===== config.mk =====
export PLATFORM = sky130hd
export DESIGN_NAME = bram_load_arbiter_flat
export DESIGN_NICKNAME = d
export VERILOG_FILES = /design/src/rtl/bram_load_arbiter_if.sv /design/src/rtl/bram_load_arbiter.sv /design/src/flat_wrapper.sv
export SDC_FILE = /design/constraint.sdc
export NUM_CORES = 1
export LEC_CHECK = 0
export CAP_MARGIN = 20
export CORE_ASPECT_RATIO = 0.6
export CORE_MARGIN = 10
export CORE_UTILIZATION = 27
export DETAILED_ROUTE_END_ITERATION = 10
export GPL_ROUTABILITY_DRIVEN = 0
export PLACE_DENSITY = 0.84
export SETUP_SLACK_MARGIN = 0.15
export SYNTH_ARGS = -nofsm -noshare
export SYNTH_HDL_FRONTEND = slang
export SYNTH_SLANG_ARGS = --single-unit
export TNS_END_PERCENT = 100

===== constraint.sdc =====
create_clock -name clk -period 2 [get_ports clk]
set_input_delay 0.2 -clock clk [delete_from_list [all_inputs] [get_ports clk]]
set_output_delay 0.2 -clock clk [all_outputs]
set_load 0.03 [all_outputs]

===== src/rtl/bram_load_arbiter_if.sv =====
// bram_load_arbiter_if: stream, compute-read and BRAM port A signals for the
// BRAM load arbiter. The arbiter connects through the slave modport. The
// master modport is the view seen by the surrounding system: the DMA,
// the compute engine and the BRAM.
interface bram_load_arbiter_if #(
    parameter int PTR_W = 9
);
    logic [31:0]    s_axis_tdata;
    logic           s_axis_tvalid;
    logic           s_axis_tlast;
    logic           s_axis_tready;
    logic           rd_req;
    logic [PTR_W-1:0] rd_addr;
    logic           rd_gnt;
    logic           rd_valid;
    logic [31:0]    rd_data;
    logic           load_done;
    logic [PTR_W:0] frame_words;
    logic           overflow;
    logic           clka;
    logic           rsta;
    logic           ena;
    logic [31:0]    addra;
    logic [31:0]    dina;
    logic [3:0]     wea;
    logic [31:0]    douta;

    modport slave (
        input  s_axis_tdata, s_axis_tvalid, s_axis_tlast, rd_req, rd_addr, douta,
        output s_axis_tready, rd_gnt, rd_valid, rd_data, load_done, frame_words,
               overflow, clka, rsta, ena, addra, dina, wea
    );

    modport master (
        output s_axis_tdata, s_axis_tvalid, s_axis_tlast, rd_req, rd_addr, douta,
        input  s_axis_tready, rd_gnt, rd_valid, rd_data, load_done, frame_words,
               overflow, clka, rsta, ena, addra, dina, wea
    );
endinterface


===== src/rtl/bram_load_arbiter.sv =====
// bram_load_arbiter: owns BRAM port A and shares it between DMA stream writes
// (frame loads with overflow/drop handling) and compute-engine reads. Read
// data returns RD_LATENCY cycles after the grant, tagged by rd_valid.
// Build option: define BRAM_ARB_WR_PRIORITY_EN to replace round-robin with
// fixed write priority.
module bram_load_arbiter #(
    parameter int DEPTH_WORDS = 512,
    parameter int PTR_W       = 9,
    parameter int RD_LATENCY  = 2
) (
    input  logic               clk,
    input  logic               rst,
    bram_load_arbiter_if.slave bus
);

    typedef enum logic {ST_LOAD, ST_DROP} state_e;

    state_e              state_q;
    logic [PTR_W-1:0]    wr_ptr_q;
    logic [PTR_W:0]      frame_words_q;
    logic                overflow_q;
    logic                load_done_q;
    logic [RD_LATENCY-1:0] vld_q;

    logic                wr_gnt;
    logic                rd_gnt;
    logic                beat_wr;
    logic [PTR_W-1:0]    word_addr;

`ifndef BRAM_ARB_WR_PRIORITY_EN
    typedef enum logic {GNT_READ, GNT_WRITE} gnt_e;
    gnt_e                last_gnt_q;
`endif

    // One access per cycle; nothing is granted while reset is held.
    always_comb begin
        wr_gnt = 1'b0;
        rd_gnt = 1'b0;
        if (rst) begin
`ifdef BRAM_ARB_WR_PRIORITY_EN
            wr_gnt = bus.s_axis_tvalid;
            rd_gnt = bus.rd_req & ~bus.s_axis_tvalid;
`else
            if (bus.s_axis_tvalid && bus.rd_req) begin
                wr_gnt = (last_gnt_q == GNT_READ);
                rd_gnt = (last_gnt_q == GNT_WRITE);
            end else begin
                wr_gnt = bus.s_axis_tvalid;
                rd_gnt = bus.rd_req;
            end
`endif
        end
    end

    // A granted beat in drop mode is consumed but never reaches the BRAM.
    assign beat_wr   = wr_gnt && (state_q == ST_LOAD);
    assign word_addr = rd_gnt ? bus.rd_addr : wr_ptr_q;

    assign bus.s_axis_tready = wr_gnt;
    assign bus.rd_gnt        = rd_gnt;
    assign bus.ena           = beat_wr | rd_gnt;
    assign bus.wea           = beat_wr ? 4'hF : 4'h0;
    assign bus.addra         = {{(30-PTR_W){1'b0}}, word_addr, 2'b00};
    assign bus.dina          = bus.s_axis_tdata;
    assign bus.clka          = clk;
    assign bus.rsta          = ~rst;
    assign bus.rd_data       = bus.douta;
    assign bus.rd_valid      = vld_q[RD_LATENCY-1];
    assign bus.load_done     = load_done_q;
    assign bus.frame_words   = frame_words_q;
    assign bus.overflow      = overflow_q;

    // Frame loader: write pointer, drop mode on overflow, frame length and done pulse.
    always_ff @(posedge clk) begin
        if (!rst) begin
            state_q       <= ST_LOAD;
            wr_ptr_q      <= '0;
            frame_words_q <= '0;
            overflow_q    <= 1'b0;
            load_done_q   <= 1'b0;
        end else begin
            load_done_q <= 1'b0;
            if (wr_gnt) begin
                if (state_q == ST_LOAD) begin
                    // First beat of a frame clears the previous frame's overflow.
                    if (wr_ptr_q == '0)
                        overflow_q <= 1'b0;
                    if (bus.s_axis_tlast) begin
                        wr_ptr_q      <= '0;
                        frame_words_q <= {1'b0, wr_ptr_q} + (PTR_W+1)'(1);
                        load_done_q   <= 1'b1;
                    end else if (wr_ptr_q == PTR_W'(DEPTH_WORDS-1)) begin
                        // Last word written; the rest of the frame drains unwritten.
                        state_q    <= ST_DROP;
                        overflow_q <= 1'b1;
                    end else begin
                        wr_ptr_q <= wr_ptr_q + PTR_W'(1);
                    end
                end else if (bus.s_axis_tlast) begin
                    state_q       <= ST_LOAD;
                    wr_ptr_q      <= '0;
                    frame_words_q <= (PTR_W+1)'(DEPTH_WORDS);
                    load_done_q   <= 1'b1;
                end
            end
        end
    end

`ifndef BRAM_ARB_WR_PRIORITY_EN
    // Round-robin memory: remembers the side of the most recent grant.
    always_ff @(posedge clk) begin
        if (!rst)
            last_gnt_q <= GNT_READ;
        else if (wr_gnt)
            last_gnt_q <= GNT_WRITE;
        else if (rd_gnt)
            last_gnt_q <= GNT_READ;
    end
`endif

    // Read-valid shift register aligned to the BRAM read latency.
    always_ff @(posedge clk) begin
        if (!rst) begin
            vld_q <= '0;
        end else begin
            vld_q[0] <= rd_gnt;
            for (int i = 1; i < RD_LATENCY; i++)
                vld_q[i] <= vld_q[i-1];
        end
    end

endmodule


===== src/flat_wrapper.sv =====
// flat-port wrapper written by rule: the top's interface ports become plain ports
module bram_load_arbiter_flat 
#(
    parameter int DEPTH_WORDS = 512,
    parameter int PTR_W       = 9,
    parameter int RD_LATENCY  = 2
)
  (clk, rst, bus_s_axis_tdata, bus_s_axis_tvalid, bus_s_axis_tlast, bus_rd_req, bus_rd_addr, bus_douta, bus_s_axis_tready, bus_rd_gnt, bus_rd_valid, bus_rd_data, bus_load_done, bus_frame_words, bus_overflow, bus_clka, bus_rsta, bus_ena, bus_addra, bus_dina, bus_wea);
  bram_load_arbiter_if #(.PTR_W(PTR_W)) bus_i ();
  input  logic clk;
  input  logic rst;
  input wire logic [$bits(bus_i.s_axis_tdata)-1:0] bus_s_axis_tdata;
  input wire logic [$bits(bus_i.s_axis_tvalid)-1:0] bus_s_axis_tvalid;
  input wire logic [$bits(bus_i.s_axis_tlast)-1:0] bus_s_axis_tlast;
  input wire logic [$bits(bus_i.rd_req)-1:0] bus_rd_req;
  input wire logic [$bits(bus_i.rd_addr)-1:0] bus_rd_addr;
  input wire logic [$bits(bus_i.douta)-1:0] bus_douta;
  output wire logic [$bits(bus_i.s_axis_tready)-1:0] bus_s_axis_tready;
  output wire logic [$bits(bus_i.rd_gnt)-1:0] bus_rd_gnt;
  output wire logic [$bits(bus_i.rd_valid)-1:0] bus_rd_valid;
  output wire logic [$bits(bus_i.rd_data)-1:0] bus_rd_data;
  output wire logic [$bits(bus_i.load_done)-1:0] bus_load_done;
  output wire logic [$bits(bus_i.frame_words)-1:0] bus_frame_words;
  output wire logic [$bits(bus_i.overflow)-1:0] bus_overflow;
  output wire logic [$bits(bus_i.clka)-1:0] bus_clka;
  output wire logic [$bits(bus_i.rsta)-1:0] bus_rsta;
  output wire logic [$bits(bus_i.ena)-1:0] bus_ena;
  output wire logic [$bits(bus_i.addra)-1:0] bus_addra;
  output wire logic [$bits(bus_i.dina)-1:0] bus_dina;
  output wire logic [$bits(bus_i.wea)-1:0] bus_wea;
  assign bus_i.s_axis_tdata = bus_s_axis_tdata;
  assign bus_i.s_axis_tvalid = bus_s_axis_tvalid;
  assign bus_i.s_axis_tlast = bus_s_axis_tlast;
  assign bus_i.rd_req = bus_rd_req;
  assign bus_i.rd_addr = bus_rd_addr;
  assign bus_i.douta = bus_douta;
  assign bus_s_axis_tready = bus_i.s_axis_tready;
  assign bus_rd_gnt = bus_i.rd_gnt;
  assign bus_rd_valid = bus_i.rd_valid;
  assign bus_rd_data = bus_i.rd_data;
  assign bus_load_done = bus_i.load_done;
  assign bus_frame_words = bus_i.frame_words;
  assign bus_overflow = bus_i.overflow;
  assign bus_clka = bus_i.clka;
  assign bus_rsta = bus_i.rsta;
  assign bus_ena = bus_i.ena;
  assign bus_addra = bus_i.addra;
  assign bus_dina = bus_i.dina;
  assign bus_wea = bus_i.wea;
  bram_load_arbiter #(.DEPTH_WORDS(DEPTH_WORDS), .PTR_W(PTR_W), .RD_LATENCY(RD_LATENCY)) u_core (.clk(clk), .rst(rst), .bus(bus_i));
endmodule

* Word-level counts from Yosys, hierarchy flattened
Cells that the tools add are included.
** Word-level totals
- Register bits after elaboration :: 25
- Input bits :: 78
- Output and inout bits :: 118
- Word-level logic and storage cells :: 47
** Operators by class
- $add $sub $neg :: 2
- Eq/ne operators :: 3
- Muxes and demuxes :: 23
- Bitwise gates (word level) :: 4
- Reductions and logical operators :: 8
** Operators with widths (number)
- two-way mux 9 bit :: 5
- two-way mux 10 bit :: 3
- two-way mux 1 bit :: 14
- adder 9 x 1 -> 10 bit (second input constant) :: 1
- adder 9 x 1 -> 9 bit (second input constant) :: 1
- == test 9 bit (second input constant) :: 1
- zero test 9 bit :: 1
- AND reduction 2 bit :: 3
- two-way mux 4 bit :: 1
- inequality test 2 bit (second input constant) :: 2
- inverter 1 bit :: 3
- AND reduction 3 bit :: 1
- logical AND 1 bit :: 2
- nonzero test 2 bit :: 1
- OR 1 bit :: 1

* Longest topological paths before layout
- Depth in word-level cells :: 5
- Gate-level depth with buffers :: 8

==> metrics.md <==
| Metric | Value |
|---|---|
| Status | `finished, final reports clean` |
| Min Tclk post-route | `1.84 ns` |
| Starting density of the core | `28.2%` |
| Slew Limit Fails | `0` |
| CP Launch Type | `register` |
| Sw frac | `29.0%` |
| P&R area growth vs syn | `18.3%` |
| Largest family of logic cells by synthesized area | `buffers and inverters` |
| Proportion of power drawn by combinational gates | `17.9%` |
| Die height | `85.2 um` |
| Post-synthesis mux area share | `2.94%` |
| First DRT Iteration DRCs | `116` |
| Largest vdd supply drop | `0.700 mV` |
| Latest clock arrival within the worst-skew pair | `0.38 ns` |
| DR WL met2 | `2380 um` |
| Arr. time, crit path | `1.64 ns` |
| Hold Path Class | `input port to register` |
| Synth Warn # | `0` |
| Post-Syn Area | `1910 um^2` |
| Synth top area share | `36.1%` |
| Post-synth cell types | `41` |
| Most frequent cells after synthesis | `92 x buf_4, 25 x dfxtp_1, 18 x nand2_1` |
| Uppermost layer routed | `met4` |
| Setup WS pre-CTS | `-0.170 ns` |
| Largest net degree at the start of global routing | `19` |
| Residual DRC count | `0` |
| Total Nets Final | `318` |
| Endpoints failing setup | `0` |
| Gr usage total | `9.20%` |
| Crit-path max FO | `4` |
| I/O pins | `196` |
| Adder-cell area share of the yosys netlist | `1.96%` |
| Row cnt | `23` |
| Vias per Instance | `4.63` |
| Post-CTS Hold Fix Bufs | `0` |
| Routed via count | `1497` |
| Area leader, netlist | `buf_4` |
| Hold WS | `0.298 ns` |
| Pwr Total | `1.64 mW` |
| Max-cap violation count | `0` |
| Top-count cell post-synth | `buf_4` |
| Async set-reset flop share out of synthesis | `0%` |
| Drt pass-1 iters | `4` |
| Fraction of layout cells with a size suffix above 1 | `31.8%` |
| CTS tree | `built` |
| Vias in the first global route | `1489` |
| Post-synth EDFFs | `0` |
| Sw Pwr | `0.477 mW` |
| DP HPWL | `4060 um` |
| Final Non-Filler Cells | `323` |
| Post-Synth XOR/XNOR Area | `2.29%` |
| Pwr Density | `725 nW/um^2` |
| Final WS setup | `0.157 ns` |
| Sequential share of power | `31.6%` |
| RSZ-0062 raised after global routing | `true` |
| Antenna violations before repair | `0` |
| Post-synthesis sequential area ratio | `26.1%` |
| Crit. End Element | `output pin` |
| Wire per inst | `16.8 um` |
| Post-synthesis compound-gate area fraction | `12.2%` |
| Period Utilization, post-route | `92.1%` |
| Internal power | `1.17 mW` |
| Placed insts | `310` |
| Antenna cells | `0` |
| Synth Instances | `234` |
| Worst Clk Skew | `0.00619 ns` |
| Core Box Area | `6790 um^2` |
| Static leakage | `0.919 nW` |
| I/O Buffers | `44` |
| Gr ovfl total | `0` |
| Post-route ant nets | `0` |
| CP Class | `register to output pin` |
| Flops & latches, synth | `25` |
| First-pass GRT wire length | `7880 um` |
| Drt total wl | `5430 um` |
| Worst-path clk slew | `0.06 ns` |
| Syn Area/Cell | `8.18 um^2` |
| Most used DFF post-synth | `dfxtp_1` |
| Met1 WL | `2130 um` |
| Chip Width | `129 um` |
| Clock Power Share | `50.5%` |
| Ranking of synthesized cells by area | `buf_4 36%, dfxtp_1 26%, nand2_1 3.5%, nand3_1 3.1%, mux2_2 2.9%` |
| CP required | `1.80 ns` |
| Routed met3 length | `791 um` |
| Die ar. | `11000 um^2` |
| Hold Fails Final Rpt | `0` |
| Fmax | `0.543 GHz` |
| Synth Area in Simple Gates | `15.6%` |
## routing by layer
layer	vias up	track usage [%]
li1	673	-
met3	12	6.09
met5	-	0
met1	701	10.1
met2	111	13.2
met4	0	4.83
## registers in the layout (all words and copies together) (netlist names)
| register | cells |
|---|---|
| u_core.bus.load_done | 1 |
| u_core.vld_q | 2 |
| u_core.state_q | 1 |
| u_core.bus.frame_words | 10 |
| u_core.last_gnt_q | 1 |
| u_core.bus.overflow | 1 |
| u_core.wr_ptr_q | 9 |
## cell families (layout without fill, tap and decap cells)
group / after synthesis / count (layout)
fa+ha+maj: 3 / 3
xor+xnor: 5 / 5
buf+inv: 105 / 85
other cells: 1 / 23
simple gates: 56 / 56
compound gates: 34 / 34
mux: 5 / 5
flops: 25 / 25
## worst paths after layout
| check | from | endpoint | slack (ns) | cells past startpoint |
|---|---|---|---|---|
| max | u_core.last_gnt_q | bus_ena | 0.16 | 6 |
| min | bus_s_axis_tvalid | u_core.last_gnt_q | 0.30 | 4 |
| max reg2reg | u_core.wr_ptr_q[1] | u_core.wr_ptr_q[1] | 0.21 | 8 |
| min reg2reg | u_core.vld_q[0] | u_core.vld_q[1] | 0.44 | 1 |
## power by group through the flow
stage / clock (mW) / sequential [mW] / combinational (mW)
3_5_place_dp: 0.0833 / 0.527 / 0.263
3_3_place_gp: 0.0833 / 0.526 / 0.259
2_1_floorplan: 0.0749 / 0.532 / 0.429
4_1_cts: 0.847 / 0.518 / 0.281
6_report: 0.829 / 0.519 / 0.295
5_1_grt: 0.893 / 0.519 / 0.310
## metrics by stage
step / util (%) / area [um^2] / TNS (ns)
floorplan: - / 2000 / 0
global placement: 28.9 / 1960 / -0.556
detailed placement: 28.9 / 1960 / -0.716
CTS: 32.5 / 2210 / 0
global route: 33.3 / 2260 / 0
finish: 33.3 / 2260 / 0
## area by class of cell
| cell class | count | area [um^2] |
|---|---|---|
| Clock buffer | 7 | 159 |
| Clock inverter | 1 | 7.51 |
| Fill cell | 694 | 4530 |
| Inverter | 8 | 30.0 |
| Multi-Input combinational cell | 126 | 816 |
| Sequential cell | 25 | 512 |
| Tap cell | 87 | 109 |
| Timing Repair Buffer | 69 | 632 |
## repair_timing
action,in CTS,in global routing
setup buffers,3,3
gates cloned,0,0
resized for setup,24,15
endpoints found under the setup margin,10,17
pin swaps,2,5
## cell usage in the layout (no fill, tap or decap), types with 4 or more instances in the layout
| master | netlist | routed |
|---|---|---|
| conb_1 | 1 | 23 |
| dfxtp_1 | 25 | 18 |
| buf_4 | 92 | 32 |
| nand3_1 | 12 | 11 |
| nor3_1 | 4 | 4 |
| buf_6 | 0 | 5 |
| clkbuf_16 | 0 | 6 |
| or3_1 | 4 | 4 |
| clkdlybuf4s50_1 | 0 | 24 |
| dfxtp_2 | 0 | 6 |
| nand2_1 | 18 | 18 |
| inv_1 | 7 | 6 |
| o21ai_0 | 11 | 11 |
| mux2_2 | 5 | 5 |
| a21oi_1 | 8 | 7 |
## worst max-delay path, cell delays in order, from the launching register on
cell,delay (ns)
dfxtp_2,0.37
buf_6,0.14
a21bo_4,0.12
nor3_1,0.04
buf_4,0.16
or2_2,0.30
buf_6,0.14
Power figures use the tool's default switching activity.
